--- src/rtl/axi_burst_read_master.sv ---
// AXI4 burst read master: turns a one-cycle read command into a single AR
// transaction, forwards R beats with one cycle of latency, queues one command.
module axi_burst_read_master #(
  parameter int ADDR_WIDTH = 32,
  parameter int DATA_WIDTH = 32,
  parameter int MAX_BEATS  = 256
) (
  input  logic                  clk,
  input  logic                  rst_n,
  input  logic                  start_read,
  input  logic [ADDR_WIDTH-1:0] read_addr,
  input  logic [31:0]           read_len,
  input  logic [2:0]            read_size,
  input  logic [1:0]            read_burst,
  output logic [ADDR_WIDTH-1:0] araddr,
  output logic [7:0]            arlen,
  output logic [2:0]            arsize,
  output logic [1:0]            arburst,
  output logic                  arvalid,
  input  logic                  arready,
  input  logic [DATA_WIDTH-1:0] rdata,
  input  logic [1:0]            rresp,
  input  logic                  rlast,
  input  logic                  rvalid,
  output logic                  rready,
  output logic [DATA_WIDTH-1:0] rdata_out,
  output logic                  rvalid_out,
  output logic                  rlast_out,
  output logic                  busy,
  input  logic                  clear_errors,
  output logic                  resp_error,
  output logic                  last_mismatch,
  output logic                  len_error,
  output logic                  cmd_overflow
);

  localparam int CNT_W = $clog2(MAX_BEATS + 1);

  typedef enum logic [1:0] {
    IDLE     = 2'd0,
    AR_ISSUE = 2'd1,
    R_DATA   = 2'd2
  } state_t;

  state_t                state;
  logic [CNT_W-1:0]      beat_cnt;

  logic                  pend_valid;
  logic [ADDR_WIDTH-1:0] pend_addr;
  logic [7:0]            pend_len;
  logic [2:0]            pend_size;
  logic [1:0]            pend_burst;

  logic                  len_ok;
  logic [7:0]            cmd_arlen;
  logic                  r_beat;
  logic                  cnt_one;
  logic                  end_beat;

  always_comb begin
    len_ok    = (read_len != 32'd0) && (read_len <= 32'(MAX_BEATS));
    cmd_arlen = 8'(read_len - 32'd1);
    r_beat    = (state == R_DATA) && rvalid && rready;
    cnt_one   = (beat_cnt == CNT_W'(1));
    end_beat  = r_beat && (cnt_one || rlast);
    busy      = (state != IDLE) || pend_valid;
  end

  always_ff @(posedge clk or negedge rst_n) begin
    if (!rst_n) begin
      state         <= IDLE;
      beat_cnt      <= '0;
      araddr        <= '0;
      arlen         <= '0;
      arsize        <= '0;
      arburst       <= '0;
      arvalid       <= 1'b0;
      rready        <= 1'b0;
      rdata_out     <= '0;
      rvalid_out    <= 1'b0;
      rlast_out     <= 1'b0;
      pend_valid    <= 1'b0;
      pend_addr     <= '0;
      pend_len      <= '0;
      pend_size     <= '0;
      pend_burst    <= '0;
      resp_error    <= 1'b0;
      last_mismatch <= 1'b0;
      len_error     <= 1'b0;
      cmd_overflow  <= 1'b0;
    end else begin
      rvalid_out <= 1'b0;
      rlast_out  <= 1'b0;

      // Set events further down override this clear in the same cycle.
      if (clear_errors) begin
        resp_error    <= 1'b0;
        last_mismatch <= 1'b0;
        len_error     <= 1'b0;
        cmd_overflow  <= 1'b0;
      end

      case (state)
        IDLE: begin
        end

        AR_ISSUE: begin
          if (arready) begin
            arvalid  <= 1'b0;
            rready   <= 1'b1;
            beat_cnt <= CNT_W'(arlen) + CNT_W'(1);
            state    <= R_DATA;
          end
        end

        R_DATA: begin
          if (r_beat) begin
            rdata_out  <= rdata;
            rvalid_out <= 1'b1;
            rlast_out  <= end_beat;
            beat_cnt   <= beat_cnt - CNT_W'(1);
            if (rresp != 2'b00) begin
              resp_error <= 1'b1;
            end
            if (end_beat) begin
              rready <= 1'b0;
              if (cnt_one != rlast) begin
                last_mismatch <= 1'b1;
              end
              // Chain straight into the next AR so no IDLE bubble appears.
              if (pend_valid) begin
                araddr     <= pend_addr;
                arlen      <= pend_len;
                arsize     <= pend_size;
                arburst    <= pend_burst;
                arvalid    <= 1'b1;
                pend_valid <= 1'b0;
                state      <= AR_ISSUE;
              end else if (start_read && len_ok) begin
                araddr  <= read_addr;
                arlen   <= cmd_arlen;
                arsize  <= read_size;
                arburst <= read_burst;
                arvalid <= 1'b1;
                state   <= AR_ISSUE;
              end else begin
                state <= IDLE;
              end
            end
          end
        end

        default: begin
          state <= IDLE;
        end
      endcase

      if (start_read) begin
        if (!len_ok) begin
          len_error <= 1'b1;
        end else if (!pend_valid) begin
          if (state == IDLE) begin
            araddr  <= read_addr;
            arlen   <= cmd_arlen;
            arsize  <= read_size;
            arburst <= read_burst;
            arvalid <= 1'b1;
            state   <= AR_ISSUE;
          end else if (!end_beat) begin
            pend_valid <= 1'b1;
            pend_addr  <= read_addr;
            pend_len   <= cmd_arlen;
            pend_size  <= read_size;
            pend_burst <= read_burst;
          end
        end else begin
          cmd_overflow <= 1'b1;
        end
      end
    end
  end

endmodule

--- config.mk ---
export PLATFORM = sky130hd
export DESIGN_NAME = axi_burst_read_master
export DESIGN_NICKNAME = d
export VERILOG_FILES = /design/src/rtl/axi_burst_read_master.sv
export SDC_FILE = /design/constraint.sdc
export NUM_CORES = 1
export LEC_CHECK = 0
export CORE_ASPECT_RATIO = 2
export CORE_MARGIN = 3
export CORE_UTILIZATION = 45
export DETAILED_ROUTE_END_ITERATION = 12
export PLACE_DENSITY = 0.75
export SYNTH_ARGS = -nofsm -noshare
export SYNTH_HDL_FRONTEND = slang
export SYNTH_SLANG_ARGS = --single-unit
--- constraint.sdc ---
create_clock -name clk -period 5 [get_ports clk]
set_input_delay 1 -clock clk [delete_from_list [all_inputs] [get_ports clk]]
set_output_delay 1 -clock clk [all_outputs]
set_load 0.005 [all_outputs]
# Word-level counts from Yosys, hierarchy flattened
# Index checks and enable logic that the tools add are counted.
op_classes:
  add_sub_neg: 3
  magnitude_cmp: 1
  n_eq_ne: 7
  n_mux: 91
  n_bitwise: 3
  reduce_logical: 16
ops:
  columns: ["operator", "count"]
  rows:
  - ["32-bit 2-to-1 mux", 9]
  - ["8-bit 2-to-1 mux", 9]
  - ["1-bit 2-to-1 mux", 42]
  - ["32-bit by 9-bit <= comparator with 1-bit output (second input constant)", 1]
  - ["2-bit 2-to-1 mux", 16]
  - ["32-bit nonzero test", 1]
  - ["3-bit 2-to-1 mux", 9]
  - ["9-bit 2-to-1 mux", 2]
  - ["9-bit one-hot mux with 2 select lines", 1]
  - ["8-bit by 1-bit adder with 9-bit output (second input constant)", 1]
  - ["9-bit by 1-bit equality test with 1-bit output (second input constant)", 1]
  - ["9-bit by 1-bit subtractor with 9-bit output (second input constant)", 1]
  - ["8-bit by 1-bit subtractor with 8-bit output (second input constant)", 1]
  - ["2-bit inequality test (second input constant)", 3]
  - ["2-bit one-hot mux with 3 select lines", 1]
  - ["2-bit nonzero test", 3]
  - ["1-bit logical AND", 5]
  - ["5-bit AND reduction", 1]
  - ["1-bit one-hot mux with 2 select lines", 2]
  - ["4-bit AND reduction", 1]
  - ["1-bit NOT", 3]
  - ["3-bit AND reduction", 1]
  - ["2-bit by 1-bit equality test with 1-bit output (second input constant)", 1]
  - ["2-bit equality test (second input constant)", 1]
  - ["other kinds (4)", 5]
word_totals:
  register_bits: 142
  inputBits: 110
  out_inout_bits: 86
  elab_cells: 141

# Depth between registers and ports, before layout
# Gate-level depths: netlist of run 1.
logic_depth:
  ltp_word: 12
  depth_mapped: 12

# Worst setup path before layout of run 1
# No wires, ideal clock.
synth_timing:
  kind: "input to register"
  from: "in read_len[9]"
  to: "reg pend_addr[0]"
  setup_time_ns: 0.125
  arrival_ns: 2.849
  required_ns: 4.875
  path_slack_ns: 2.026
  path_stages: 5
  n_path_buf: 1
  cell_sequence: "or4_1 a211o_2 a2111oi_4 buf_4 mux2_2"
synth_via:
  elab_chain_cells: 3
  word_cells_on_any_way: 4
  classes_between: "order compare: 1; reduce/logical: 3"
synth_lines:
  columns: ["element", "line", "text"]
  rows:
  - ["start: declaration", "12", "input logic [31:0] read_len,"]
  - ["32-bit by 9-bit <= comparator with 1-bit output / 32-bit nonzero test (equally long branches)", "61", "len_ok = (read_len != 32'd0) && (read_len <= 32'(MAX_BEATS));"]
  - ["1-bit logical AND *", "61", null]
  - ["5-bit AND reduction (no line) *", null, null]
  - ["end signal: assignment", "171", "pend_addr <= read_addr;"]
  - ["end: declaration", "49", "logic [ADDR_WIDTH-1:0] pend_addr;"]
# Every way passes the cells marked *; elsewhere a longest branch is shown, timed or not.
# A chain may end at the register's enable or synchronous reset.

# Worst setup path after layout of run 1
layout_timing:
  from: "in read_len[0]"
  to: "reg pend_addr[12]"
# The elaborated chain is that of the path after synthesis.

==> flow_summary.html, run 1 <==
<table>
<tr><th>Metric</th><th>Value</th></tr>
<tr><th colspan="2">Clock network</th></tr>
<tr><td>Clock tree from TritonCTS</td><td>yes</td></tr>
<tr><td>Buffer count from post-CTS setup fixing</td><td>0</td></tr>
<tr><td>Clock buffer depth</td><td>2</td></tr>
<tr><td>Hold Buf Count CTS</td><td>0</td></tr>
<tr><td>Resized cells post-CTS</td><td>0</td></tr>
<tr><td>Clock sink total</td><td>142</td></tr>
<tr><td>Root cell of the clock tree</td><td>clkbuf_16</td></tr>
<tr><td>Clock slew at the register clock pins of the worst setup and hold paths</td><td>0.06 ns</td></tr>
<tr><td>Total clock buffers created by CTS</td><td>17</td></tr>
<tr><td>H-tree depth</td><td>4</td></tr>
<tr><td>Clock insertion delay at the later pin of the skew report</td><td>0.42 ns</td></tr>
<tr><th colspan="2">STA</th></tr>
<tr><td>Final setup fails</td><td>0</td></tr>
<tr><td>Remaining max-slew budget at the tightest pin</td><td>18.40%</td></tr>
<tr><td>Actual slew at the worst max-slew pin</td><td>1.224 ns</td></tr>
<tr><td>Fin crit share</td><td>71.22%</td></tr>
<tr><td>Post-Route Skew</td><td>0.01223 ns</td></tr>
<tr><td>Post-route minimum period</td><td>3.561 ns</td></tr>
<tr><td>RSZ-0062 raised after global routing</td><td>false</td></tr>
<tr><td>Fmax</td><td>280.8 MHz</td></tr>
<tr><td>Final max-slew violation count</td><td>0</td></tr>
<tr><td>Final Hold Viols</td><td>0</td></tr>
<tr><td>Final critical-path setup slack</td><td>1.439 ns</td></tr>
<tr><td>Setup total negative slack</td><td>0 ns</td></tr>
<tr><th colspan="2">Floorplanning</th></tr>
<tr><td>DIE AREA</td><td>15560 um2</td></tr>
<tr><td>Chip height</td><td>173.5 um</td></tr>
<tr><td>Overall die width</td><td>89.73 um</td></tr>
<tr><td>Number of I/O pins</td><td>196</td></tr>
<tr><td>Num rows</td><td>60</td></tr>
<tr><td>Starting Density</td><td>46.44%</td></tr>
<tr><td>Core area</td><td>13590 um2</td></tr>
<tr><th colspan="2">Synth</th></tr>
<tr><td>Async set or reset register ratio after synthesis</td><td>100.0%</td></tr>
<tr><td>Flops &amp; latches, synth</td><td>142</td></tr>
<tr><td>Library cell occupying the most area in the post-synthesis netlist</td><td>dfrtp_1</td></tr>
<tr><td>XOR/XNOR Fraction of Synth Area</td><td>1.666%</td></tr>
<tr><td>Post-synthesis simple-gate area fraction</td><td>10.51%</td></tr>
<tr><td>Count of cell types in the netlist</td><td>48</td></tr>
<tr><td>Portion of the post-synthesis area used by sequential elements</td><td>56.32%</td></tr>
<tr><td>Post-Syn Nets</td><td>629</td></tr>
<tr><td>Synth top area share</td><td>56.32%</td></tr>
<tr><td>Biggest area contributors in the synthesized netlist</td><td>dfrtp_1 (56%), mux2_2 (12%), a221o_1 (5.9%)</td></tr>
<tr><td>Synth Area in Adders</td><td>1.983%</td></tr>
<tr><td>Total of warnings raised by yosys</td><td>0</td></tr>
<tr><td>Cell with the most instances after synthesis</td><td>dfrtp_1</td></tr>
<tr><td>Commonest cells in the netlist</td><td>dfrtp_1 (142), mux2_2 (70), and3_1 (38)</td></tr>
<tr><td>Number of flops mapped to enable cells by yosys</td><td>0</td></tr>
<tr><td>Synth Flop Type</td><td>dfrtp_1</td></tr>
<tr><td>Per-instance average area after synthesis</td><td>12.40 um2</td></tr>
<tr><td>Cell area after synthesis</td><td>6310 um2</td></tr>
<tr><td>Synth Instances</td><td>509</td></tr>
<tr><td>Main combinational cell family by area after synthesis</td><td>compound AO/OA/AOI/OAI gates</td></tr>
<tr><td>Compound-cell area share of the yosys netlist</td><td>12.83%</td></tr>
<tr><td>Proportion of synthesized area in mux cells</td><td>12.83%</td></tr>
<tr><th colspan="2">Global routing</th></tr>
<tr><td>Number of antenna violations at the first check in global routing</td><td>1</td></tr>
<tr><td>Wire length of the first global-routing pass</td><td>28080 um</td></tr>
<tr><td>Overflow left after global routing</td><td>0</td></tr>
<tr><td>Number of global-route vias before repair</td><td>5225</td></tr>
<tr><td>Maximum number of pins on one net before global-route repair</td><td>109</td></tr>
<tr><td>Global-route usage over all layers</td><td>22.72%</td></tr>
<tr><th colspan="2">Critical path</th></tr>
<tr><td>Arrival time at the worst endpoint</td><td>3.86 ns</td></tr>
<tr><td>Cell at the slowest stage of the critical path</td><td>clkdlybuf4s50_1</td></tr>
<tr><td>R2R Path Start</td><td>beat_cnt[3]</td></tr>
<tr><td>CP cell instances</td><td>clkdlybuf4s50_1 -&gt; inv_1 -&gt; ha_1 -&gt; nor3b_1 -&gt; nand4_1 -&gt; a2111oi_4 -&gt; buf_4 -&gt; mux2_2</td></tr>
<tr><td>Kind of start point of the critical path</td><td>input port</td></tr>
<tr><td>Kind of end point of the critical path</td><td>flop</td></tr>
<tr><td>Classification of the worst setup path</td><td>in -&gt; reg</td></tr>
<tr><td>Worst-path maximum fanout</td><td>34</td></tr>
<tr><td>R2R Setup Slk</td><td>1.92 ns</td></tr>
<tr><td>Reg2Reg Capture Point</td><td>araddr[28]</td></tr>
<tr><td>Worst Path Required</td><td>5.30 ns</td></tr>
<tr><td>Stage delay of the slowest cell on the critical path</td><td>0.45 ns</td></tr>
<tr><td>Number of cell instances on the worst register-to-register path</td><td>10</td></tr>
<tr><th colspan="2">Final layout</th></tr>
<tr><td>Synthesis-to-finish area growth</td><td>41.52%</td></tr>
<tr><td>Fraction of final layout cells with drive strength greater than 1</td><td>16.13%</td></tr>
<tr><td>Layout filler cell count</td><td>1087</td></tr>
<tr><td>NumNets Final</td><td>820</td></tr>
<tr><th colspan="2">Hold path</th></tr>
<tr><td>Worst hold path type</td><td>reg -&gt; reg</td></tr>
<tr><td>Launch point of the worst hold path</td><td>pend_len[0]</td></tr>
<tr><td>Endpoint of the worst hold path</td><td>arlen[0]</td></tr>
<tr><td>Hold path depth</td><td>2</td></tr>
<tr><th colspan="2">Routing</th></tr>
<tr><td>Routed Antenna Nets</td><td>0</td></tr>
<tr><td>Total Wirelength</td><td>17570 um</td></tr>
<tr><td>Total number of vias</td><td>4961</td></tr>
<tr><td>Routed WL per cell</td><td>19.52 um</td></tr>
<tr><td>DRC violation count after routing</td><td>0</td></tr>
<tr><td>Detailed-route vias per instance</td><td>5.512</td></tr>
<tr><td>Router iterations before antenna repair</td><td>5</td></tr>
<tr><td>Violation count after the first detailed-route iteration</td><td>242</td></tr>
<tr><th colspan="2">Flow run</th></tr>
<tr><td>Max-Cap Viols</td><td>0</td></tr>
<tr><th colspan="2">Pwr</th></tr>
<tr><td>Worst voltage drop across the vdd grid</td><td>0.0002514 V</td></tr>
<tr><td>Cell area power density</td><td>273.9 nW/um2</td></tr>
<tr><td>Portion of total power attributed to sequential cells</td><td>47.2%</td></tr>
<tr><td>Int Pwr</td><td>1.878 mW</td></tr>
<tr><td>Switching power summed over all nets</td><td>0.5680 mW</td></tr>
<tr><td>Switching share of power</td><td>23.22%</td></tr>
<tr><td>Reported leakage power</td><td>4.136 nW</td></tr>
<tr><td>Combinational share of power</td><td>5.7%</td></tr>
<tr><td>Power share of the clock group</td><td>47.1%</td></tr>
<tr><th colspan="2">Placement</th></tr>
<tr><td>HPWL after DPL</td><td>12700 um</td></tr>
<tr><td>Port Buffers</td><td>195</td></tr>
<tr><td>Routability Congestion</td><td>0.8617</td></tr>
<tr><td>Post-place setup slack</td><td>0.9926 ns</td></tr>
<tr><th colspan="2">Outcome</th></tr>
<tr><td>Run status</td><td>finished, final reports clean</td></tr>
</table>
[stage by stage]
step	instance area [um2]	hold slack [ns]	util [%]	std cells	power (mW)
after floorplan	6310	0.4496	-	509	1.189
after global placement	8387	0.4625	61.72	867	1.313
after detailed placement	8387	0.4690	61.72	867	1.317
after CTS	8927	0.4823	65.70	899	2.469
after global routing	8930	0.5111	65.72	900	2.536
final	8930	0.4857	65.72	900	2.446
[cell usage in the layout, fill, tap and decap left out, types with 3 or more instances in the layout]
cell type / count
ha_1: 10
nand2_1: 16
clkinvlp_4: 6
dfrtp_1: 142
nor3_1: 3
a221o_1: 37
inv_6: 4
nor2b_1: 3
xnor2_1: 9
buf_4: 7
xor2_1: 3
clkinv_4: 3
clkdlybuf4s50_1: 194
o221ai_1: 6
o21ai_0: 16
clkbuf_16: 17
nand2b_1: 4
nor2_1: 18
mux2_2: 70
and3_1: 38
o22ai_1: 8
inv_1: 21
nand4_1: 5
nand3_1: 12
o31ai_1: 3
a21oi_1: 20
nor4_1: 7
[per-layer routing]
layer	vias to the layer above	track usage, %	wire length [um]
li1	2270	-	-
met1	2535	24.09	6415
met2	131	43.30	10090
met3	25	4.518	612
met4	0	9.149	452
met5	-	0	0
[registers in the layout, summed over array words and instances (netlist names), 2 cells and up]
signal / count
araddr: 32
arburst: 2
arlen: 8
arsize: 3
beat_cnt: 9
pend_addr: 32
pend_burst: 2
pend_len: 8
pend_size: 3
rdata_out: 32
state: 2
[power by group through the flow]
stage | clock network, mW | logic, mW | registers (mW)
after floorplan | 0 | 0.0138 | 1.17
after global placement | 0 | 0.138 | 1.17
after detailed placement | 0 | 0.142 | 1.17
after CTS | 1.17 | 0.143 | 1.15
after global routing | 1.23 | 0.152 | 1.15
final | 1.15 | 0.140 | 1.15
[cells by family (layout without fill, tap and decap cells)]
kind of cell               after synthesis  count (layout)
DFF                                    142             142
and+or+nand+nor                        119             119
AOI/OAI and AO/OA                      102             102
muxes                                   72              72
buffers and inverters                   52             256
xor gates and xnor gates                12              12
adders and majority gates               10              10
other                                    0               1
[how the worst max path moves through the flow]
stage | start | to | slack [ns] | depth (start not counted)
6_report | read_len[0] | pend_addr[12] | 1.44 | 8
2_1_floorplan | read_len[9] | pend_addr[0] | 2.03 | 5
5_1_grt | read_len[0] | pend_addr[7] | 1.31 | 8
3_3_place_gp | read_len[0] | pend_size[0] | 1.13 | 8
3_5_place_dp | read_len[0] | pend_addr[4] | 0.99 | 8
4_1_cts | read_len[0] | pend_addr[12] | 1.44 | 8
[critical path: cells and delay by family]
kind	cells	cell delay (ns)
buf+inv	3	1.03
simple gates	2	0.80
compound gates	1	0.45
fa+ha+maj	1	0.15
mux	1	0.39
[cell type report]
| type | count | area (um2) | share of cell area (%) |
|---|---|---|---|
| Timing Repair Buffer | 202 | 2006 | 22.46 |
| Clock inverter | 14 | 111.4 | 1.247 |
| Sequential cell | 142 | 3553 | 39.79 |
| Inverter | 22 | 82.58 | 0.9248 |
| Multi-Input combinational cell | 315 | 2512 | 28.14 |
| Antenna cell | 1 | 2.502 | 0.02802 |
| Tap cell | 186 | 232.7 | 2.606 |
| Clock buffer | 18 | 429.2 | 4.806 |
(Power assumes the default switching activity.)
==> run 2: changes to the inputs <==
Settings changed: CORE_UTILIZATION 45 to 42, PLACE_DENSITY 0.75 to 0.73.
Clock period 5 ns to 3.01 ns, I/O delays scaled along.
==> run 2 against run 1 <==
  * Die area increased by 6.8%
  * Clock power increased by 84%
  * Global-route usage decreased by 0.56 points
  * Core utilization decreased by 2.0 points
  * Register-to-register slack got worse by 1.6 ns
  * Critical path depth increased by 1
  * First-iteration DRC count decreased by 11%
  * Total power increased by 75%
  * Critical path type unchanged
  * Critical endpoint is now pend_addr[18]
  * Largest power group is now the clock network
==> flow_summary.html, run 2 (synthesis results as in run 1) <==
<table>
<tr><th>Metric</th><th>Value</th></tr>
<tr><th colspan="2">Outcome</th></tr>
<tr><td>Run status</td><td>finished, final reports clean</td></tr>
<tr><th colspan="2">Pwr</th></tr>
<tr><td>Power consumption</td><td>4.282 mW</td></tr>
<tr><td>Cell area power density</td><td>463.4 nW/um2</td></tr>
<tr><td>Worst voltage drop across the vdd grid</td><td>0.0004249 V</td></tr>
<tr><td>Reported leakage power</td><td>4.320 nW</td></tr>
<tr><th colspan="2">Final layout</th></tr>
<tr><td>Most frequent cells in the layout</td><td>clkdlybuf4s50_1 (194), dfrtp_1 (142), mux2_2 (70)</td></tr>
<tr><td>Most common library cell in the layout ignoring fill and taps</td><td>clkdlybuf4s50_1</td></tr>
<tr><td>Fraction of final layout cells with drive strength greater than 1</td><td>18.97%</td></tr>
<tr><td>Synthesis-to-finish area growth</td><td>46.44%</td></tr>
<tr><td>NumNets Final</td><td>845</td></tr>
<tr><td>Largest registers</td><td>araddr (32), pend_addr (32), rdata_out (32)</td></tr>
<tr><th colspan="2">Hold path</th></tr>
<tr><td>Worst hold path type</td><td>in -&gt; async</td></tr>
<tr><th colspan="2">Routing</th></tr>
<tr><td>Total Wirelength</td><td>18040 um</td></tr>
<tr><td>Violation count after the first detailed-route iteration</td><td>216</td></tr>
<tr><td>Detailed-route vias per instance</td><td>5.460</td></tr>
<tr><td>Total number of vias</td><td>5083</td></tr>
<tr><td>Routed Antenna Nets</td><td>0</td></tr>
<tr><td>DRC violation count after routing</td><td>0</td></tr>
<tr><td>Router iterations before antenna repair</td><td>6</td></tr>
<tr><td>Routed WL per cell</td><td>19.38 um</td></tr>
<tr><th colspan="2">Clock network</th></tr>
<tr><td>Clock slew at the register clock pins of the worst setup and hold paths</td><td>0.07 ns</td></tr>
<tr><td>Clock tree from TritonCTS</td><td>yes</td></tr>
<tr><td>Root cell of the clock tree</td><td>clkbuf_16</td></tr>
<tr><td>Resized cells post-CTS</td><td>0</td></tr>
<tr><td>H-tree depth</td><td>4</td></tr>
<tr><td>Total clock buffers created by CTS</td><td>17</td></tr>
<tr><td>Buffer count from post-CTS setup fixing</td><td>0</td></tr>
<tr><td>Clock sink total</td><td>142</td></tr>
<tr><td>Clock buffer depth</td><td>2</td></tr>
<tr><td>Clock insertion delay at the later pin of the skew report</td><td>0.41 ns</td></tr>
<tr><td>Hold Buf Count CTS</td><td>0</td></tr>
<tr><th colspan="2">Flow run</th></tr>
<tr><td>Max-Cap Viols</td><td>0</td></tr>
<tr><th colspan="2">STA</th></tr>
<tr><td>Post-route minimum period</td><td>2.812 ns</td></tr>
<tr><td>Remaining max-slew budget at the tightest pin</td><td>61.86%</td></tr>
<tr><td>Fin crit share</td><td>93.43%</td></tr>
<tr><td>Setup total negative slack</td><td>0 ns</td></tr>
<tr><td>Final critical-path setup slack</td><td>0.1978 ns</td></tr>
<tr><td>Final Hold Viols</td><td>0</td></tr>
<tr><td>Post-Route Skew</td><td>0.008860 ns</td></tr>
<tr><td>RSZ-0062 raised after global routing</td><td>false</td></tr>
<tr><td>Final max-slew violation count</td><td>0</td></tr>
<tr><td>Final setup fails</td><td>0</td></tr>
<tr><td>Fmax</td><td>355.6 MHz</td></tr>
<tr><td>Actual slew at the worst max-slew pin</td><td>0.5708 ns</td></tr>
<tr><th colspan="2">Floorplanning</th></tr>
<tr><td>Core area</td><td>14510 um2</td></tr>
<tr><td>Num rows</td><td>62</td></tr>
<tr><td>Starting Density</td><td>43.50%</td></tr>
<tr><td>Number of I/O pins</td><td>196</td></tr>
<tr><td>Chip height</td><td>179.3 um</td></tr>
<tr><td>Overall die width</td><td>92.67 um</td></tr>
<tr><td>DIE AREA</td><td>16620 um2</td></tr>
<tr><th colspan="2">Placement</th></tr>
<tr><td>Routability Congestion</td><td>0.8304</td></tr>
<tr><td>Port Buffers</td><td>195</td></tr>
<tr><td>Post-place setup slack</td><td>-0.2830 ns</td></tr>
<tr><td>HPWL after DPL</td><td>13340 um</td></tr>
<tr><th colspan="2">Critical path</th></tr>
<tr><td>Kind of end point of the critical path</td><td>flop</td></tr>
<tr><td>Worst-path maximum fanout</td><td>43</td></tr>
<tr><td>Kind of start point of the critical path</td><td>input port</td></tr>
<tr><td>Worst Path Required</td><td>3.31 ns</td></tr>
<tr><td>Arrival time at the worst endpoint</td><td>3.11 ns</td></tr>
<tr><td>Classification of the worst setup path</td><td>in -&gt; reg</td></tr>
<tr><th colspan="2">Global routing</th></tr>
<tr><td>Overflow left after global routing</td><td>0</td></tr>
<tr><td>Number of antenna violations at the first check in global routing</td><td>1</td></tr>
<tr><td>Wire length of the first global-routing pass</td><td>28870 um</td></tr>
<tr><td>Number of global-route vias before repair</td><td>5518</td></tr>
<tr><td>Maximum number of pins on one net before global-route repair</td><td>59</td></tr>
<tr><td>Global-route usage over all layers</td><td>22.17%</td></tr>
</table>
[run 2: final cells by class]
| class | count | area, um2 |
|---|---|---|
| fill | 1136 | 5266 |
| sequential | 142 | 3553 |
| multi-input combinational | 315 | 2520 |
| timing repair buffer | 227 | 2243 |
| clock buffer | 19 | 442.9 |
| tap | 192 | 240.2 |
| clock inverter | 13 | 155.1 |
| inverter | 22 | 82.58 |
| antenna | 1 | 2.502 |
[run 2: power by group]
group          switching [mW]  internal, mW  total [mW]
combinational          0.0946         0.152       0.247
clock                   0.853          1.27        2.12
sequential            0.00386          1.91        1.92
[run 2: worst paths after layout]
check,startpoint,endpoint,slack [ns],depth (start not counted)
hold / removal,rst_n,rdata_out[28],0.14,1
max in group asynchronous,rst_n,rdata_out[4],2.03,2
setup reg to reg,beat_cnt[0],pend_addr[18],0.36,8
setup / recovery,read_len[1],pend_addr[18],0.20,9
hold reg to reg,pend_addr[31],pend_addr[31],0.49,1
min in group clk,pend_addr[31],pend_addr[31],0.49,1
[run 2: worst max-delay path: stages]
cell             delay, ns
clkdlybuf4s50_1       0.42
inv_1                 0.08
ha_1                  0.14
nor3b_1               0.44
nand4_1               0.15
buf_4                 0.19
a2111oi_4             0.39
buf_12                0.29
mux2_2                0.38
[run 2: metal layers]
layer  up-vias  part of all wire, %  global-route usage, %
met2       170                   56                  41.16
li1       2317                    -                      -
met1      2557                   36                  24.56
met5         -                    0                      0
met3        39                  4.3                  4.304
met4         0                  3.3                  9.052
[run 2: metrics by stage]
step / cells / cell area (um2) / util [%] / hold slack (ns)
floorplan: 509 / 6310 / - / 0.3064
global placement: 898 / 8640 / 59.56 / 0.4595
detailed placement: 898 / 8640 / 59.56 / 0.4689
CTS: 930 / 9238 / 63.68 / 0.1612
global route: 931 / 9240 / 63.70 / 0.1690
finish: 931 / 9240 / 63.70 / 0.1432
==> run 3: changes to the inputs <==
Settings changed: CORE_ASPECT_RATIO 2 to 0.75.
==> run 3 against run 2 <==
  * Global-route usage shrank 1.2 points
  * Combinational power is essentially flat
  * Clock-buffer cell count grew 1
  * Critical path depth grew 1
  * Sequential share of layout area shrank 0.083 points
  * Core utilization shrank 0.26 points
  * Total power shrank 0.57%
  * Routed wire length shrank 8.0%
  * Largest cell class unchanged
  * Highest routed layer unchanged
==> flow_summary.html, run 3 (synthesis results as in run 1) <==
<table>
<tr><th>Metric</th><th>Value</th></tr>
<tr><th colspan="2">Outcome</th></tr>
<tr><td>Run status</td><td>finished, final reports clean</td></tr>
<tr><th colspan="2">Global routing</th></tr>
<tr><td>GR Layer Usage met1</td><td>28.67%</td></tr>
<tr><td>Number of global-route vias before repair</td><td>5367</td></tr>
<tr><td>Met3 GRT Util</td><td>6.215%</td></tr>
<tr><td>Wire length of the first global-routing pass</td><td>27760 um</td></tr>
<tr><td>Global-route usage over all layers</td><td>20.93%</td></tr>
<tr><td>Fraction of met2 tracks used by global routing</td><td>32.71%</td></tr>
<tr><td>Overflow left after global routing</td><td>0</td></tr>
<tr><td>Number of antenna violations at the first check in global routing</td><td>0</td></tr>
<tr><td>Most utilized layer in the global route result</td><td>met2</td></tr>
<tr><td>Maximum number of pins on one net before global-route repair</td><td>55</td></tr>
<tr><th colspan="2">Routing</th></tr>
<tr><td>Router iterations before antenna repair</td><td>4</td></tr>
<tr><td>Total number of vias</td><td>5024</td></tr>
<tr><td>DRC violation count after routing</td><td>0</td></tr>
<tr><td>Total Wirelength</td><td>16610 um</td></tr>
<tr><td>Routed WL per cell</td><td>17.74 um</td></tr>
<tr><td>Routed Antenna Nets</td><td>0</td></tr>
<tr><td>Detailed-route vias per instance</td><td>5.368</td></tr>
<tr><td>Violation count after the first detailed-route iteration</td><td>192</td></tr>
<tr><th colspan="2">Clock network</th></tr>
<tr><td>Clock slew at the register clock pins of the worst setup and hold paths</td><td>0.06 ns</td></tr>
<tr><td>Clock tree from TritonCTS</td><td>yes</td></tr>
<tr><td>Buffer count from post-CTS setup fixing</td><td>0</td></tr>
<tr><td>Total clock buffers created by CTS</td><td>17</td></tr>
<tr><td>H-tree depth</td><td>4</td></tr>
<tr><td>Hold Buf Count CTS</td><td>0</td></tr>
<tr><td>Root cell of the clock tree</td><td>clkbuf_16</td></tr>
<tr><td>Clock sink total</td><td>142</td></tr>
<tr><td>Clock buffer depth</td><td>2</td></tr>
<tr><td>Clock insertion delay at the later pin of the skew report</td><td>0.42 ns</td></tr>
<tr><td>Resized cells post-CTS</td><td>0</td></tr>
<tr><th colspan="2">STA</th></tr>
<tr><td>Final Hold Viols</td><td>0</td></tr>
<tr><td>RSZ-0062 raised after global routing</td><td>false</td></tr>
<tr><td>Fin crit share</td><td>89.32%</td></tr>
<tr><td>Actual slew at the worst max-slew pin</td><td>0.4954 ns</td></tr>
<tr><td>Final max-slew violation count</td><td>0</td></tr>
<tr><td>Final setup fails</td><td>0</td></tr>
<tr><td>Fmax</td><td>372.0 MHz</td></tr>
<tr><td>Final critical-path setup slack</td><td>0.3216 ns</td></tr>
<tr><td>Post-Route Skew</td><td>0.008969 ns</td></tr>
<tr><td>Post-route minimum period</td><td>2.688 ns</td></tr>
<tr><td>Remaining max-slew budget at the tightest pin</td><td>66.97%</td></tr>
<tr><th colspan="2">Placement</th></tr>
<tr><td>Routability Congestion</td><td>0.7985</td></tr>
<tr><td>Post-detailed-placement cell area</td><td>8660 um2</td></tr>
<tr><td>Post-place setup slack</td><td>-0.1085 ns</td></tr>
<tr><td>HPWL after DPL</td><td>12100 um</td></tr>
<tr><td>Port Buffers</td><td>195</td></tr>
<tr><th colspan="2">Critical path</th></tr>
<tr><td>Worst-path maximum fanout</td><td>40</td></tr>
<tr><td>Kind of end point of the critical path</td><td>flop</td></tr>
<tr><td>Crit path launch</td><td>beat_cnt[3]</td></tr>
<tr><td>CP most frequent cell</td><td>buf_4</td></tr>
<tr><td>R2R Path Start</td><td>beat_cnt[3]</td></tr>
<tr><td>Number of cell instances on the worst register-to-register path</td><td>10</td></tr>
<tr><td>Kind of start point of the critical path</td><td>flop</td></tr>
<tr><td>R2R Setup Slk</td><td>0.32 ns</td></tr>
<tr><td>CP cell instances</td><td>nor3_1 -&gt; nand4_1 -&gt; ha_1 -&gt; and4b_1 -&gt; buf_4 -&gt; buf_4 -&gt; nor2b_1 -&gt; o31ai_1 -&gt; a21oi_1 -&gt; a21o_1</td></tr>
<tr><td>Arrival time at the worst endpoint</td><td>2.99 ns</td></tr>
<tr><td>Worst path bufs/invs</td><td>2</td></tr>
<tr><td>Stage delay of the slowest cell on the critical path</td><td>0.45 ns</td></tr>
<tr><td>Top cell family by delay on the critical path</td><td>simple AND/OR/NAND/NOR gates</td></tr>
<tr><td>Classification of the worst setup path</td><td>reg -&gt; reg</td></tr>
<tr><td>Cell at the slowest stage of the critical path</td><td>dfrtp_1</td></tr>
<tr><td>Reg2Reg Capture Point</td><td>state[0]</td></tr>
<tr><td>Worst Path Required</td><td>3.31 ns</td></tr>
<tr><td>Logic depth of the worst path, buffers included</td><td>10</td></tr>
<tr><td>Worst setup path endpoint</td><td>state[0]</td></tr>
<tr><th colspan="2">Pwr</th></tr>
<tr><td>Power consumption</td><td>4.257 mW</td></tr>
<tr><td>Worst voltage drop across the vdd grid</td><td>0.0004297 V</td></tr>
<tr><td>Reported leakage power</td><td>4.324 nW</td></tr>
<tr><td>Cell area power density</td><td>459.8 nW/um2</td></tr>
<tr><th colspan="2">Final layout</th></tr>
<tr><td>Largest registers</td><td>araddr (32), pend_addr (32), rdata_out (32)</td></tr>
<tr><td>Final instance area</td><td>9260 um2</td></tr>
<tr><td>Most common library cell in the layout ignoring fill and taps</td><td>clkdlybuf4s50_1</td></tr>
<tr><td>Layout filler cell count</td><td>1147</td></tr>
<tr><td>Synthesis-to-finish area growth</td><td>46.76%</td></tr>
<tr><td>Most frequent cells in the layout</td><td>clkdlybuf4s50_1 (194), dfrtp_1 (142), mux2_2 (70)</td></tr>
<tr><td>Number of antenna diodes</td><td>0</td></tr>
<tr><td>NumNets Final</td><td>843</td></tr>
<tr><td>Fraction of final layout cells with drive strength greater than 1</td><td>18.89%</td></tr>
<tr><th colspan="2">Floorplanning</th></tr>
<tr><td>Number of I/O pins</td><td>196</td></tr>
<tr><td>Chip height</td><td>112.2 um</td></tr>
<tr><td>Starting Density</td><td>43.23%</td></tr>
<tr><td>Num rows</td><td>38</td></tr>
<tr><td>Overall die width</td><td>147.5 um</td></tr>
<tr><td>DIE AREA</td><td>16550 um2</td></tr>
<tr><td>Core area</td><td>14600 um2</td></tr>
<tr><th colspan="2">Hold path</th></tr>
<tr><td>Worst hold path type</td><td>in -&gt; async</td></tr>
<tr><th colspan="2">Flow run</th></tr>
<tr><td>Max-Cap Viols</td><td>0</td></tr>
</table>
## run 3: cell count changes in the layout (fill, tap and decap cells not counted), sizes merged
cell / change
clkbuf: +1
clkinv: +3
diode: -1
inv: -4
buf: -2
## run 3: layer usage
layer / vias up / share of wire, %
met3: 17 / 7.4
met4: 0 / 0.95
met2: 216 / 47
li1: 2312 / -
met1: 2479 / 44
met5: - / 0
## run 3: area by class of cell
class | instances | area, um2 | area share (%)
Tap cell | 200 | 250.2 | 2.702
Multi-Input combinational cell | 315 | 2520 | 27.21
Clock buffer | 20 | 466.7 | 5.040
Timing Repair Buffer | 225 | 2253 | 24.33
Sequential cell | 142 | 3553 | 38.37
Inverter | 22 | 82.58 | 0.8918
Clock inverter | 12 | 133.9 | 1.446
## run 3: worst min-delay path by stage
stage | from | to | cells after the start
after global placement | pend_addr[31] | pend_addr[31] | 1
after floorplan | rst_n | araddr[0] | 0
after global routing | rst_n | rready | 1
final | rst_n | rdata_out[25] | 1
after CTS | rst_n | rready | 1
after detailed placement | pend_len[7] | arlen[7] | 2
## run 3: power breakdown
part	leakage, nW	switching, mW	internal (mW)
clock network	0.293	0.806	1.29
registers	1.95	0.00456	1.91
logic	2.09	0.0921	0.152
total	4.32	0.902	3.36
## run 3: through the flow
stage               util, %  setup TNS [ns]  hold slack [ns]  std cells
finish                63.44               0           0.1360        936
global route          63.44               0           0.1660        936
CTS                   63.44               0           0.1401        936
detailed placement    59.33          -3.635           0.4723        904
global placement      59.33          -2.838           0.4593        904
floorplan                 -               0           0.3064        509
